`src/rtl/cordic_pkg.sv`:
```
// cordic_pkg: definitions shared by the CORDIC pipeline blocks.
//   WIDTH_DEF  default lane width in bits (signed two's complement)
//   lane_t     one signed lane at the default width
//   lane_lsb   bit offset of lane k in a packed word (lane k = [k*w +: w])
//   clog2      ceiling log2, used to size the occupancy counter
package cordic_pkg;

    localparam int WIDTH_DEF = 32;

    typedef logic signed [WIDTH_DEF-1:0] lane_t;

    function automatic int lane_lsb(input int k, input int w);
        return k * w;
    endfunction

    // Number of bits needed to index n distinct values (n >= 1).
    function automatic int clog2(input int n);
        int r;
        int v;
        r = 0;
        v = n - 1;
        while (v > 0) begin
            r++;
            v = v >> 1;
        end
        return r;
    endfunction

endpackage

```
`src/rtl/pipe_stage.sv`:
```
// pipe_stage: one elastic valid+data register stage.
//   clk, rst       rising-edge clock, asynchronous active-high reset
//   flush          synchronous clear of the valid bit (data holds)
//   valid_in       valid of the word offered by the upstream stage
//   data_in        data of the word offered by the upstream stage
//   rdy_in         downstream stage (or consumer) can take our word
//   rdy_out        this stage can take a word this cycle
//   valid_out      this stage holds a word
//   data_out       data held by this stage
module pipe_stage #(
    parameter int W = 32
) (
    input  logic         clk,
    input  logic         rst,
    input  logic         flush,
    input  logic         valid_in,
    input  logic [W-1:0] data_in,
    input  logic         rdy_in,
    output logic         rdy_out,
    output logic         valid_out,
    output logic [W-1:0] data_out
);

    logic         v_q;
    logic         v_d;
    logic [W-1:0] d_q;
    logic [W-1:0] d_d;

    // An empty stage is always ready, so bubbles are squeezed out even
    // while the consumer stalls.
    assign rdy_out = !v_q | rdy_in;

    always_comb begin
        v_d = v_q;
        d_d = d_q;
        if (flush) begin
            v_d = 1'b0;
        end else if (rdy_out) begin
            v_d = valid_in;
            // Bubbles never overwrite data, so an emptied stage keeps its
            // last word visible.
            if (valid_in) begin
                d_d = data_in;
            end
        end
    end

    always_ff @(posedge clk or posedge rst) begin
        if (rst) begin
            v_q <= 1'b0;
            d_q <= '0;
        end else begin
            v_q <= v_d;
            d_q <= d_d;
        end
    end

    assign valid_out = v_q;
    assign data_out  = d_q;

endmodule

```
`src/rtl/pipe_register.sv`:
```
// pipe_register: elastic DEPTH-stage pipeline register for NCH signed lanes.
//   clk, rst    rising-edge clock, asynchronous active-high reset
//   flush       synchronous clear of every stage valid and the count
//   in_valid    upstream word present
//   in_ready    pipeline accepts a word this cycle
//   in_data     packed lanes, lane 0 in the low WIDTH bits
//   out_valid   word present at the last stage
//   out_ready   downstream accepts this cycle
//   out_data    last-stage data (holds its last value when empty)
//   count       number of valid stages
// DEPTH must lie in 1..16.
module pipe_register
    import cordic_pkg::*;
#(
    parameter int WIDTH = WIDTH_DEF,
    parameter int NCH   = 3,
    parameter int DEPTH = 4
) (
    input  logic                         clk,
    input  logic                         rst,
    input  logic                         flush,
    input  logic                         in_valid,
    output logic                         in_ready,
    input  logic [NCH*WIDTH-1:0]         in_data,
    output logic                         out_valid,
    input  logic                         out_ready,
    output logic [NCH*WIDTH-1:0]         out_data,
    output logic [clog2(DEPTH+1)-1:0]    count
);

    localparam int DW = NCH * WIDTH;
    localparam int CW = clog2(DEPTH + 1);

    logic          v_w [DEPTH];
    logic [DW-1:0] d_w [DEPTH];

    logic          in_hs;
    logic          out_hs;
    logic [CW-1:0] count_q;
    logic [CW-1:0] count_d;

    // Each stage keeps its own ready net; the chain runs from the output
    // back to the input through these per-block signals.
    genvar i;
    generate
        for (i = 0; i < DEPTH; i++) begin : g_stage
            logic          rdy;
            logic          rdy_dn;
            logic          vin;
            logic [DW-1:0] din;

            if (i == 0) begin : g_head
                assign vin = in_valid & in_ready;
                assign din = in_data;
            end else begin : g_body
                assign vin = v_w[i-1];
                assign din = d_w[i-1];
            end

            if (i == DEPTH - 1) begin : g_tail
                assign rdy_dn = out_ready;
            end else begin : g_link
                assign rdy_dn = g_stage[i+1].rdy;
            end

            pipe_stage #(
                .W(DW)
            ) u_stage (
                .clk      (clk),
                .rst      (rst),
                .flush    (flush),
                .valid_in (vin),
                .data_in  (din),
                .rdy_in   (rdy_dn),
                .rdy_out  (rdy),
                .valid_out(v_w[i]),
                .data_out (d_w[i])
            );
        end
    endgenerate

    assign in_ready  = g_stage[0].rdy & !flush;
    // Masking with flush guarantees no output handshake in a flush cycle.
    assign out_valid = v_w[DEPTH-1] & !flush;

    genvar k;
    generate
        for (k = 0; k < NCH; k++) begin : g_lane
            assign out_data[lane_lsb(k, WIDTH) +: WIDTH] = d_w[DEPTH-1][lane_lsb(k, WIDTH) +: WIDTH];
        end
    endgenerate

    always_comb begin
        in_hs   = in_valid & in_ready;
        out_hs  = out_valid & out_ready;
        count_d = count_q + CW'(in_hs) - CW'(out_hs);
        if (flush) begin
            count_d = '0;
        end
    end

    always_ff @(posedge clk or posedge rst) begin
        if (rst) begin
            count_q <= '0;
        end else begin
            count_q <= count_d;
        end
    end

    assign count = count_q;

endmodule

```
`config.mk`:
```
export PLATFORM = sky130hd
export DESIGN_NAME = pipe_register
export DESIGN_NICKNAME = d
export VERILOG_FILES = /design/src/rtl/cordic_pkg.sv /design/src/rtl/pipe_stage.sv /design/src/rtl/pipe_register.sv
export SDC_FILE = /design/constraint.sdc
export NUM_CORES = 1
export LEC_CHECK = 0
export CORE_MARGIN = 1.5
export CORE_UTILIZATION = 64
export CTS_CLUSTER_DIAMETER = 120
export DETAILED_ROUTE_END_ITERATION = 7
export DONT_BUFFER_PORTS = 1
export PLACE_DENSITY = 0.87
export SKIP_LAST_GASP = 1
export SLEW_MARGIN = 20
export SYNTH_ARGS = -nofsm -noshare
export SYNTH_HDL_FRONTEND = slang
export SYNTH_SLANG_ARGS = --single-unit
```
`constraint.sdc`:
```
create_clock -name clk -period 37.9 [get_ports clk]
set_input_delay 5.685 -clock clk [delete_from_list [all_inputs] [get_ports clk]]
set_output_delay 5.685 -clock clk [all_outputs]
set_load 0.01 [all_outputs]
```
==> results.py, run 1 <==
metrics = {
    "timing": {
        "fin_hold_ws_ns": 0.470,
        "rsz0062_at_grt": "false",
        "drv_slew": 0,
        "finalCritPeriodShare_pct": 31.4,
        "setup_violations": 0,
        "max-slew-margin-rel_pct": 29.4,
        "skew_ns": 0.0164,
        "hold_viol_final": 0,
        "period_needed_ns": 11.89,
        "worst_pin_slew_ns": 1.06,
        "fmax_mhz": 84.1,
        "fin_tns_setup_ns": 0,
    },
    "cts": {
        "cts_buffers": 39,
        "h-tree-depth": 2,
        "cts_setup_buffers": 0,
        "clock_sinks": 391,
        "ctsResizeCount": 0,
        "holdBufCountCts": 0,
        "cts_tree": "done",
        "clk_path_buf_depth": 3,
        "clockRootBuffer": "clkbuf_16",
        "clock_latency_ns": 0.51,
        "clk_pin_slew_ns": 0.06,
    },
    "finish": {
        "syn2layout_area_growth_pct": 9.88,
        "drive_gt1_share_pct": 47.8,
        "fin_cells": 1169,
        "nets": 958,
    },
    "place": {
        "port_buffers": 0,
        "gp_congestion": 0.728,
        "dp.cells": 1098,
        "hpwl_um": 14900,
    },
    "setup_path": {
        "crit_slowest_cell": "a21oi_1",
        "cp.arrival_ns": 6.20,
        "worstSetupPathType": "in -> out",
        "path_max_fanout": 5,
        "path_buf_inv": 0,
        "critPathMaxStageDelay_ns": 0.28,
        "end_kind": "output port",
        "cp.required_ns": 32.22,
        "critPathTopFamily": "compound AO/OA/AOI/OAI gates",
        "crit_chain": "and4b_1 -> a21oi_1",
        "start_kind": "input pin",
    },
    "routing": {
        "vias": 6766,
        "drt_first_pass_iters": 4,
        "routedWlPerCell_um": 21.2,
        "drtIter0Drc": 227,
        "wirelength_um": 24800,
        "via_per_inst": 5.79,
        "postRouteAntennaNets": 0,
        "detail_route.drc_violations": 0,
    },
    "synthesis": {
        "synth.avg_cell_area_um2": 17.3,
        "yosysSeqAreaShare_pct": 66.5,
        "yosysWarningCount": 0,
        "synth_cell_type_count": 22,
        "syn_inst": 851,
        "synthesis.area_mm2": 0.0147,
        "async_flop_share_pct": 100,
        "syn_nets": 955,
        "synth_edf_count": 0,
        "synth_ff_type": "dfrtp_1",
        "ys_seq_elements": 391,
    },
    "global_routing": {
        "overflow": 0,
        "track_usage_pct": 21.4,
        "antenna_found_initial": 9,
        "grt_max_degree": 158,
        "grt_pass1_vias": 7340,
        "grt_pass1_wl_um": 39900,
    },
    "run": {
        "maxCapViolCount": 0,
    },
    "power_and_ir_drop": {
        "finalPower_uw": 1150,
        "leakagePower_uw": 0.00748,
        "power_density_mw_per_mm2": 70.9,
        "vdd_drop_max_mv": 0.0490,
    },
    "floorplanning": {
        "fp.dieW_um": 155,
        "die_y_um": 155,
        "io_pins": 202,
        "num_rows": 55,
        "die_area_mm2": 0.0239,
        "initial_utilization_pct": 65.2,
        "core_area_mm2": 0.0226,
    },
    "min_path": {
        "hold_path.class": "reg -> reg",
    },
    "run_status": {
        "status": "complete, no violations",
    },
}
## cells in the final DEF (no fill, tap or decap), types with 2 or more instances in the layout
master and count:
dfrtp_1 391, mux2_2 311, mux2_4 40, clkbuf_16 40, mux2_1 33, clkbuf_8 11
clkbuf_1 11, nor2_1 8, clkinv_2 6, buf_4 6, inv_1 4, nor2b_1 3
a21oi_1 3, or3b_4 2, clkinv_8 2, ha_1 2
## cells by family after synthesis
family	after synthesis	share of synthesized area, %
compound gates	5	0.221
xor+xnor	2	0.119
fa+ha+maj	3	0.306
buf+inv	50	1.80
flops	391	66.5
mux	384	30.4
simple gates	16	0.604
## power by group
part           switching (µW)  internal (µW)
clock                     151            216
combinational            44.7           98.4
sequential               93.0            543
## cell type report
| type | instances | area (µm²) |
|---|---|---|
| Fill cell | 1410 | 6410 |
| Tap cell | 285 | 357 |
| Clock buffer | 62 | 1190 |
| Antenna cell | 1 | 2.50 |
| Clock inverter | 8 | 55.1 |
| Inverter | 5 | 31.3 |
| Sequential cell | 391 | 9780 |
| Multi-Input combinational cell | 410 | 4680 |
| Timing Repair Buffer | 7 | 56.3 |
## layer usage
metal	track usage (%)	share of wire, %	wire length, µm	vias to the layer above
met2	34.7	48	11900	183
li1	-	-	-	2992
met1	27.0	41	10200	3543
met5	0	0.39	97	-
met3	8.63	9.2	2280	34
met4	5.27	1.2	307	14
## stage by stage
stage               utilization [%]  cell area, µm²  setup WS [ns]
CTS                            71.5           16100          26.01
global placement               66.0           14900          26.02
floorplan                         -           14700          21.35
detailed placement             66.0           14900          26.01
global route                   71.6           16200          25.98
finish                         71.6           16200          26.01
## final timing paths
path                                                 from                              end  slack [ns]  cells past startpoint
min in group asynchronous                             rst  g_stage[3].u_stage.data_out[57]        5.14                      1
hold / removal             g_stage[2].u_stage.data_out[1]   g_stage[3].u_stage.data_out[1]        0.47                      1
hold reg to reg            g_stage[2].u_stage.data_out[1]   g_stage[3].u_stage.data_out[1]        0.47                      1
max in group asynchronous                             rst  g_stage[2].u_stage.data_out[11]       30.37                      3
setup / recovery                                out_ready                         in_ready       26.01                      2
setup reg to reg             g_stage[2].u_stage.valid_out  g_stage[0].u_stage.data_out[11]       34.80                      4
## synthesized netlist by cell type, types with 2 or more instances
| cell type | number | share of area (%) |
|---|---|---|
| a21oi_1 | 3 | 0.10 |
| buf_2 | 31 | 1.1 |
| buf_6 | 5 | 0.38 |
| clkbuf_1 | 9 | 0.23 |
| dfrtp_1 | 391 | 67 |
| ha_1 | 2 | 0.17 |
| inv_1 | 5 | 0.13 |
| mux2_1 | 33 | 2.5 |
| mux2_2 | 311 | 24 |
| mux2_4 | 40 | 4.1 |
| nor2_1 | 8 | 0.20 |
| nor2b_1 | 3 | 0.13 |
## registers in the layout, summed over array words and instances, names as in the netlist
signal	flops
g_stage.u_stage.valid_out	4
count	3
g_stage.u_stage.data_out	384
(Power assumes the default switching activity.)
==> inputs of run 2 (changes only) <==
--- a/config.mk
+++ b/config.mk
@@ -6,11 +6,11 @@
 export NUM_CORES = 1
 export LEC_CHECK = 0
 export CORE_MARGIN = 1.5
-export CORE_UTILIZATION = 64
+export CORE_UTILIZATION = 63
 export CTS_CLUSTER_DIAMETER = 120
 export DETAILED_ROUTE_END_ITERATION = 7
 export DONT_BUFFER_PORTS = 1
-export PLACE_DENSITY = 0.87
+export PLACE_DENSITY = 0.86
 export SKIP_LAST_GASP = 1
 export SLEW_MARGIN = 20
 export SYNTH_ARGS = -nofsm -noshare
==> constraint.sdc (replaced) <==
create_clock -name clk -period 11.65 [get_ports clk]
set_input_delay 1.7475 -clock clk [delete_from_list [all_inputs] [get_ports clk]]
set_output_delay 1.7475 -clock clk [all_outputs]
set_load 0.01 [all_outputs]
==> run 2 against run 1 <==
  * Worst hold slack better by 0.0079 ns
  * Register-to-register slack worse by 26 ns
  * Sequential power grew to 3.3 times the previous value
  * Via count is 1.5% higher
  * Sequential share of layout area is 0.24 points lower
  * Clock-buffer cell count stayed put
  * Worst setup slack worse by 18 ns
  * Wire length is 0.42% higher
  * Critical endpoint unchanged
  * Largest power group unchanged
==> results.py, run 2 (same netlist as run 1, synthesis figures left out) <==
metrics = {
    "timing": {
        "layout_setup_ws_ns": 7.60,
        "finalCritPeriodShare_pct": 34.8,
        "worst_pin_slew_ns": 1.13,
        "period_needed_ns": 4.05,
        "hold_viol_final": 0,
        "fin_tns_setup_ns": 0,
        "rsz0062_at_grt": "false",
        "setup_violations": 0,
        "skew_ns": 0.0118,
        "max-slew-margin-rel_pct": 24.8,
        "fmax_mhz": 247,
        "drv_slew": 0,
    },
    "setup_path": {
        "reg2reg_from": "g_stage[2].u_stage.valid_out",
        "crit_chain": "and4b_1 -> a21oi_1",
        "cp.required_ns": 9.90,
        "crit_path_start": "out_ready",
        "cp.arrival_ns": 2.30,
        "start_kind": "input pin",
        "critPathTopFamily": "compound AO/OA/AOI/OAI gates",
        "critPathMaxStageDelay_ns": 0.31,
        "r2r_slack_ns": 8.71,
        "path_max_fanout": 5,
        "worstSetupPathType": "in -> out",
        "worst_r2r_endpoint": "g_stage[1].u_stage.data_out[34]",
        "path_buf_inv": 0,
        "reg2reg_depth": 4,
        "end_kind": "output port",
        "crit_slowest_cell": "a21oi_1",
        "cp.depth": 2,
        "cp-endpoint": "in_ready",
    },
    "floorplanning": {
        "die_area_mm2": 0.0243,
        "num_rows": 55,
        "die_y_um": 156,
        "io_pins": 202,
        "core_area_mm2": 0.0228,
        "fp.dieW_um": 156,
        "initial_utilization_pct": 64.6,
    },
    "finish": {
        "fill_cells": 1440,
        "layout_common_cells": "dfrtp_1, mux2_2, clkbuf_16",
        "syn2layout_area_growth_pct": 10.3,
        "drive_gt1_share_pct": 47.3,
        "final_area_mm2": 0.0162,
        "mostFrequentLayoutCell": "dfrtp_1",
        "multi_input_area_mm2": 0.00468,
        "nets": 961,
        "largest_reg_flops": 384,
        "fin_cells": 1200,
        "seqCellArea_mm2": 0.00978,
    },
    "routing": {
        "routedWlPerCell_um": 20.8,
        "via_per_inst": 5.73,
        "wl_met1_um": 10000,
        "wirelength_um": 24900,
        "wl_met3_um": 2240,
        "postRouteAntennaNets": 0,
        "drtIter0Drc": 271,
        "top_layer_used": "met5",
        "vias": 6870,
        "detail_route.drc_violations": 0,
        "wl_met2_um": 12100,
        "drt_first_pass_iters": 4,
    },
    "power_and_ir_drop": {
        "p_sw_share_pct": 24.9,
        "seqPwrFrac_pct": 55.7,
        "vdd_drop_max_mv": 0.165,
        "p_int_uw": 2790,
        "leakagePower_uw": 0.00748,
        "power_density_mw_per_mm2": 229,
        "p_comb_share_pct": 12.6,
        "pwr-share-clk_pct": 31.7,
        "power_switching_uw": 927,
    },
    "place": {
        "hpwl_um": 15100,
        "gp_congestion": 0.696,
        "place_area_mm2": 0.0150,
        "dp_slack_ns": 7.35,
        "dp.cells": 1127,
        "port_buffers": 0,
    },
    "cts": {
        "cts_setup_buffers": 0,
        "clk_pin_slew_ns": 0.06,
        "clk_path_buf_depth": 3,
        "holdBufCountCts": 0,
        "clockRootBuffer": "clkbuf_16",
        "h-tree-depth": 2,
        "ctsResizeCount": 0,
        "cts_buffers": 39,
        "clock_sinks": 391,
        "clock_latency_ns": 0.52,
        "cts_tree": "done",
    },
    "min_path": {
        "worstHoldStart": "g_stage[2].u_stage.data_out[24]",
        "hold_path.class": "reg -> reg",
    },
    "global_routing": {
        "antenna_found_initial": 7,
        "grt_max_degree": 202,
        "overflow": 0,
        "grt_pass1_vias": 7290,
        "grt_pass1_wl_um": 39800,
        "track_usage_pct": 21.3,
    },
    "run_status": {
        "status": "complete, no violations",
    },
    "run": {
        "maxCapViolCount": 0,
    },
}
-- run 2: changes by cell type in the layout (fill, tap and decap cells not counted), moves of 2 or more --
cell      before  now
clkinv_2       6    4
clkinv_8       2    0
buf_12         0    2
clkbuf_8      11    6
diode_2        1    4
clkbuf_1      11   15
-- run 2: layout make-up --
cell class	count	area share, %
tap	313	2.41
inverter	5	0.139
sequential	391	60.3
timing repair buffer	10	0.740
multi-input combinational	410	28.8
clock inverter	5	0.308
antenna	4	0.0617
clock buffer	62	7.18
-- run 2: how the worst min path moves through the flow --
stage | to | slack (ns) | cells after the start
3_5_place_dp | g_stage[3].u_stage.data_out[37] | 0.47 | 1
4_1_cts | g_stage[3].u_stage.data_out[0] | 0.48 | 1
2_1_floorplan | g_stage[3].u_stage.data_out[0] | 0.45 | 1
5_1_grt | g_stage[3].u_stage.data_out[2] | 0.49 | 1
6_report | g_stage[3].u_stage.data_out[24] | 0.48 | 1
3_3_place_gp | g_stage[3].u_stage.data_out[37] | 0.46 | 1
-- run 2: metal layers --
| layer | global-route usage (%) | vias up |
|---|---|---|
| met4 | 6.89 | 8 |
| met3 | 8.36 | 47 |
| met1 | 26.4 | 3622 |
| met2 | 34.4 | 187 |
| met5 | 0 | - |
| li1 | - | 3006 |
-- run 2: power by group through the flow --
stage	Sequential, µW	Clock, µW	Combinational (µW)
after floorplan	2000	0	418
after global placement	2070	0	437
after detailed placement	2090	0	470
after CTS	2080	1210	477
after global routing	2130	1260	514
final	2070	1180	469
-- run 2: per-stage QoR --
stage	total power, µW	util (%)	hold slack (ns)
2_1_floorplan	2410	-	0.452
3_3_place_gp	2510	65.6	0.461
3_5_place_dp	2560	65.6	0.470
4_1_cts	3760	71.0	0.478
5_1_grt	3900	71.2	0.494
6_report	3720	71.2	0.478
